$ cat config.mk
export PLATFORM = sky130hd
export DESIGN_NAME = dec_scan
export DESIGN_NICKNAME = d
export VERILOG_FILES = /design/src/rtl/dec_pkg.sv /design/src/rtl/dec_onehot.sv /design/src/rtl/dec_scan.sv
export SDC_FILE = /design/constraint.sdc
export NUM_CORES = 1
export LEC_CHECK = 0
export ABC_AREA = 1
export BUFFER_PORTS_ARGS = -buffer_cell sky130_fd_sc_hd__buf_2
export CAP_MARGIN = 10
export CORE_ASPECT_RATIO = 1.1
export CORE_MARGIN = 4
export CORE_UTILIZATION = 52
export CTS_CLUSTER_SIZE = 14
export DETAILED_ROUTE_END_ITERATION = 6
export GPL_TIMING_DRIVEN = 0
export PLACE_DENSITY = 0.88
export SLEW_MARGIN = 20
export SYNTH_ARGS = -nofsm -noshare
export SYNTH_HDL_FRONTEND = slang
export SYNTH_SLANG_ARGS = --single-unit
$ cat constraint.sdc
create_clock -name clk -period 2.2 [get_ports clk]
set_input_delay 0.11 -clock clk [delete_from_list [all_inputs] [get_ports clk]]
set_output_delay 0.11 -clock clk [all_outputs]
set_load 0.01 [all_outputs]
$ cat src/rtl/dec_pkg.sv
// Shared opcode encodings, FSM state type and bank helper for the dec_scan select decoder.
package dec_pkg;

    localparam logic [1:0] DEC_OP_LOAD  = 2'b00;
    localparam logic [1:0] DEC_OP_SCAN  = 2'b01;
    localparam logic [1:0] DEC_OP_CLEAR = 2'b10;

    typedef enum logic [1:0] {
        ST_IDLE = 2'd0,
        ST_HOLD = 2'd1,
        ST_SCAN = 2'd2
    } dec_state_t;

    // Bank number of a line index: the top log2(banks) bits of the index.
    function automatic int unsigned dec_bank_of(input int unsigned idx,
                                                input int unsigned idx_w,
                                                input int unsigned banks);
        if (banks <= 1) begin
            return 0;
        end
        return idx >> (idx_w - $clog2(banks));
    endfunction

endpackage

$ cat src/rtl/dec_onehot.sv
// Combinational index to one-hot decoder with enable; all-zero output when disabled.
module dec_onehot #(
    parameter int IDX_W = 8
) (
    input  logic                  en_i,
    input  logic [IDX_W-1:0]      idx_i,
    output logic [2**IDX_W-1:0]   onehot_o
);

    always_comb begin
        onehot_o = '0;
        if (en_i) begin
            onehot_o[idx_i] = 1'b1;
        end
    end

endmodule

$ cat src/rtl/dec_scan.sv
// Registered one-hot select decoder with LOAD/CLEAR commands and an auto-increment scan.
// The scan sequencer exists only when DEC_SCAN_EN is defined; otherwise SCAN behaves as LOAD.
//
// state   | meaning
// IDLE    | no line selected
// HOLD    | one line selected and held until the next accepted command
// SCAN    | stepping one line per cycle; rem_q counts steps left after the current one
module dec_scan
    import dec_pkg::*;
#(
    parameter int IDX_W = 8,
    parameter int BANKS = 2
) (
    input  logic                  clk,
    input  logic                  rst,
    input  logic                  cmd_valid,
    output logic                  cmd_ready,
    input  logic [1:0]            cmd_op,
    input  logic [IDX_W-1:0]      cmd_idx,
    input  logic [IDX_W-1:0]      cmd_len,
    output logic [2**IDX_W-1:0]   select,
    output logic                  sel_valid,
    output logic [IDX_W-1:0]      sel_idx,
    output logic                  busy,
    output logic                  done
);

    localparam int N      = 2**IDX_W;
    localparam int BANK_W = (BANKS > 1) ? $clog2(BANKS) : 1;

    dec_state_t          state_q;
    logic [N-1:0]        select_q;
    logic                sel_valid_q;
    logic [IDX_W-1:0]    sel_idx_q;

    logic                accept;
    logic                line_en_d;
    logic [IDX_W-1:0]    line_idx_d;
    logic [N-1:0]        line_onehot;

    // Bank of the live line, kept so a probe can see which bank is active.
    logic [BANK_W-1:0]   unused_sel_bank;
    assign unused_sel_bank = BANK_W'(dec_bank_of(32'(sel_idx_q), IDX_W, BANKS));

`ifdef DEC_SCAN_EN
    logic                busy_q;
    logic                done_q;
    logic [IDX_W-1:0]    rem_q;

    assign cmd_ready = (state_q != ST_SCAN);
    assign busy      = busy_q;
    assign done      = done_q;
`else
    logic                unused_cmd_len;

    assign unused_cmd_len = ^cmd_len;
    assign cmd_ready      = 1'b1;
    assign busy           = 1'b0;
    assign done           = 1'b0;
`endif

    assign accept    = cmd_valid && cmd_ready;
    assign select    = select_q;
    assign sel_valid = sel_valid_q;
    assign sel_idx   = sel_idx_q;

    // Next line to drive; default keeps a held line and clears anything else.
    always_comb begin
        line_en_d  = (state_q == ST_HOLD);
        line_idx_d = line_en_d ? sel_idx_q : '0;
        if (accept) begin
            case (cmd_op)
                DEC_OP_LOAD, DEC_OP_SCAN: begin
                    line_en_d  = 1'b1;
                    line_idx_d = cmd_idx;
                end
                default: begin
                    line_en_d  = 1'b0;
                    line_idx_d = '0;
                end
            endcase
        end
`ifdef DEC_SCAN_EN
        else if (state_q == ST_SCAN && rem_q != '0) begin
            line_en_d  = 1'b1;
            line_idx_d = sel_idx_q + IDX_W'(1);
        end
`endif
    end

    dec_onehot #(
        .IDX_W (IDX_W)
    ) u_onehot (
        .en_i     (line_en_d),
        .idx_i    (line_idx_d),
        .onehot_o (line_onehot)
    );

    always_ff @(posedge clk) begin
        if (rst) begin
            state_q     <= ST_IDLE;
            select_q    <= '0;
            sel_valid_q <= 1'b0;
            sel_idx_q   <= '0;
`ifdef DEC_SCAN_EN
            busy_q      <= 1'b0;
            done_q      <= 1'b0;
            rem_q       <= '0;
`endif
        end else begin
            select_q    <= line_onehot;
            sel_valid_q <= line_en_d;
            sel_idx_q   <= line_idx_d;
`ifdef DEC_SCAN_EN
            done_q      <= 1'b0;
`endif
            if (accept) begin
                case (cmd_op)
                    DEC_OP_LOAD: state_q <= ST_HOLD;
                    DEC_OP_SCAN: begin
`ifdef DEC_SCAN_EN
                        state_q <= ST_SCAN;
                        busy_q  <= 1'b1;
                        rem_q   <= cmd_len;
                        done_q  <= (cmd_len == '0);
`else
                        state_q <= ST_HOLD;
`endif
                    end
                    default: state_q <= ST_IDLE;
                endcase
            end
`ifdef DEC_SCAN_EN
            else if (state_q == ST_SCAN) begin
                if (rem_q == '0) begin
                    state_q <= ST_IDLE;
                    busy_q  <= 1'b0;
                end else begin
                    rem_q  <= rem_q - IDX_W'(1);
                    done_q <= (rem_q == IDX_W'(1));
                end
            end
`endif
        end
    end

endmodule

==> flow_summary.json <==
{
  "fmax_mhz": 589,
  "synth_seq_area_share": 0.697,
  "power_density_nw_per_um2": 900,
  "endpoint_kind": "flip-flop",
  "cts_max_level": 1,
  "wl_per_cell_um": 17.7,
  "cts_hold_buffers": 2,
  "first_global_vias": 5593,
  "highest_layer": "met4",
  "cts-resized-gates": 0,
  "ant_nets": 0,
  "worst-path-max-fanout": 10,
  "clkLatencyLatePin_ns": 0.51,
  "setup_viol_count_final": 0,
  "clkPwrFrac": 0.436,
  "via_per_inst": 4.74,
  "rows": 46,
  "cts_buffers": 24,
  "ys_types": 20,
  "areaGrowthSynthToFinish_pct": 31.2,
  "internal_power_uw": 7140,
  "p_leak_uw": 0.00485,
  "dpl.hpwl_mm": 14.8,
  "final_common_cell": "buf_2",
  "required_ns": 2.64,
  "io_buffers": 274,
  "io_pins": 289,
  "drive_gt1_frac": 0.426,
  "antenna_found_initial": 0,
  "synthAdderAreaFrac": 0,
  "cp.arrival_ns": 2.13,
  "synth-compound-area-share": 0.000655,
  "slew_violations": 0,
  "cts_tree": "built",
  "fp.dieH_um": 135,
  "fin_crit_ns": 1.70,
  "crit_type": "reg -> reg",
  "cts.sinks": 266,
  "wl_met3_mm": 1.54,
  "via_count": 5612,
  "wl_met2_mm": 10.8,
  "grt_max_degree": 15,
  "synth-simple-area-share": 0.242,
  "rsz0062_at_grt": "false",
  "synth-seq-cells": 266,
  "p_sw_uw": 1880,
  "overflow": 0,
  "final_cell_mix": "buf_2, dfxtp_1, nor2_1, buf_6, nand2_1",
  "cts-root-buf": "clkbuf_16",
  "synth_cells": 675,
  "cts_buffer_depth": 3,
  "grt_util_all_layers": 0.238,
  "start_kind": "flip-flop",
  "core_sq_um": 14400,
  "hold_violations": 0,
  "fp.dieW_um": 124,
  "outcome": "finished, final reports clean",
  "drv_cap": 0,
  "p_comb_frac": 0.028,
  "fin_ws_ns": 0.503,
  "period_share": 0.771,
  "grt_pass1_wl_mm": 30.5,
  "synth_top_family_by_area": "simple AND/OR/NAND/NOR gates",
  "antenna_cells": 0,
  "final.setup.tns_ns": 0,
  "dr.pass1.iters": 4,
  "drc": 0,
  "post_cts_buffers": 0,
  "path_clk_slew_ns": 0.06,
  "yosys.area_share.xor_xnor": 0,
  "place_ws_ns": 0.528,
  "detail_route.iter0.violations": 287,
  "synth_top_area_share": 0.697,
  "syn-cell-area_sq_um": 7640,
  "seqPwrFrac": 0.536,
  "synthMuxAreaShare": 0,
  "drt-met1-wl_mm": 7.87,
  "worst_hold_slack_ns": 0.0116,
  "fin_nets": 999,
  "dieArea_sq_um": 16700,
  "start_util": 0.531,
  "yosys_warnings": 0,
  "synth_area_leaders": "dfxtp_1, nor2_1, buf_6",
  "wirelength_mm": 20.9,
  "ir_worst_vdd_uv": 736,
  "hp-class": "in -> reg",
  "gp_congestion": 0.850,
  "yosysTopAreaCell": "dfxtp_1",
  "swShare": 0.209,
  "skew_ns": 0.0101,
  "avgSynthCellArea_sq_um": 11.3,
  "fin_util": 0.697
}
-- critical path, stage by stage (launching register included) --
cell     delay, ns
dfxtp_1       0.31
buf_4         0.15
inv_2         0.04
nor2_2        0.16
nand2_1       0.12
nand2_4       0.14
inv_2         0.08
nor2_8        0.18
nand2_4       0.14
buf_6         0.18
nor2_1        0.12
-- layer usage --
metal,track usage,vias up
met3,0.0556,52
met4,0.0960,0
met5,0,-
met2,0.424,260
li1,-,2628
met1,0.272,2672
-- kinds of logic (layout without fill, tap and decap cells) --
| group | after synthesis | count (layout) |
|---|---|---|
| other | 2 | 3 |
| AOI/OAI and AO/OA | 1 | 1 |
| and+or+nand+nor | 352 | 352 |
| DFF | 266 | 266 |
| buffers and inverters | 54 | 370 |
-- power groups by stage --
stage | Combinational (uW) | Sequential (uW) | Clock, uW
6_report | 256 | 4830 | 3930
5_1_grt | 274 | 4830 | 4140
4_1_cts | 258 | 4830 | 3950
3_5_place_dp | 254 | 4940 | 0
3_3_place_gp | 249 | 4940 | 0
2_1_floorplan | 180 | 4940 | 0
-- path summary, 6_finish.rpt --
kind | depth (start not counted) | start | slack (ns) | to
max | 10 | state_q[0] | 0.50 | select[106]
min | 4 | cmd_op[1] | 0.01 | sel_idx[7]
max reg2reg | 10 | state_q[0] | 0.50 | select[106]
min reg2reg | 2 | sel_idx[7] | 0.54 | sel_idx[7]
-- area by class of cell --
class | instances | area, sq um
Multi-Input combinational cell | 356 | 1860
Sequential cell | 266 | 5330
Clock buffer | 36 | 716
Inverter | 16 | 71.3
Tap cell | 192 | 240
Buffer | 38 | 385
Timing Repair Buffer | 276 | 1390
Clock inverter | 4 | 31.3
Fill cell | 990 | 4370
-- synthesized netlist by cell type --
library cell  instances
dfxtp_1             266
nor2_1              256
buf_6                29
nand2_1              25
nand2_4              18
nand3_4              13
nand2_2              12
inv_2                11
nand3_1               8
nor2_2                8
nor2_8                7
buf_4                 6
nor2_4                5
buf_2                 2
conb_1                2
inv_1                 2
inv_6                 2
a21oi_1               1
buf_1                 1
clkinv_2              1
-- registers in the layout (all words and copies together) (netlist names) --
register   flops
sel_idx        8
sel_valid      1
state_q        1
select       256
-- stage by stage --
stage | power (uW) | cells | area (sq um)
2_1_floorplan | 5120 | 676 | 7640
3_3_place_gp | 5190 | 1142 | 9260
3_5_place_dp | 5190 | 1142 | 9260
4_1_cts | 9040 | 1184 | 10000
5_1_grt | 9240 | 1184 | 10000
6_report | 9020 | 1184 | 10000
Note: power is estimated with default switching activity, not from simulation.
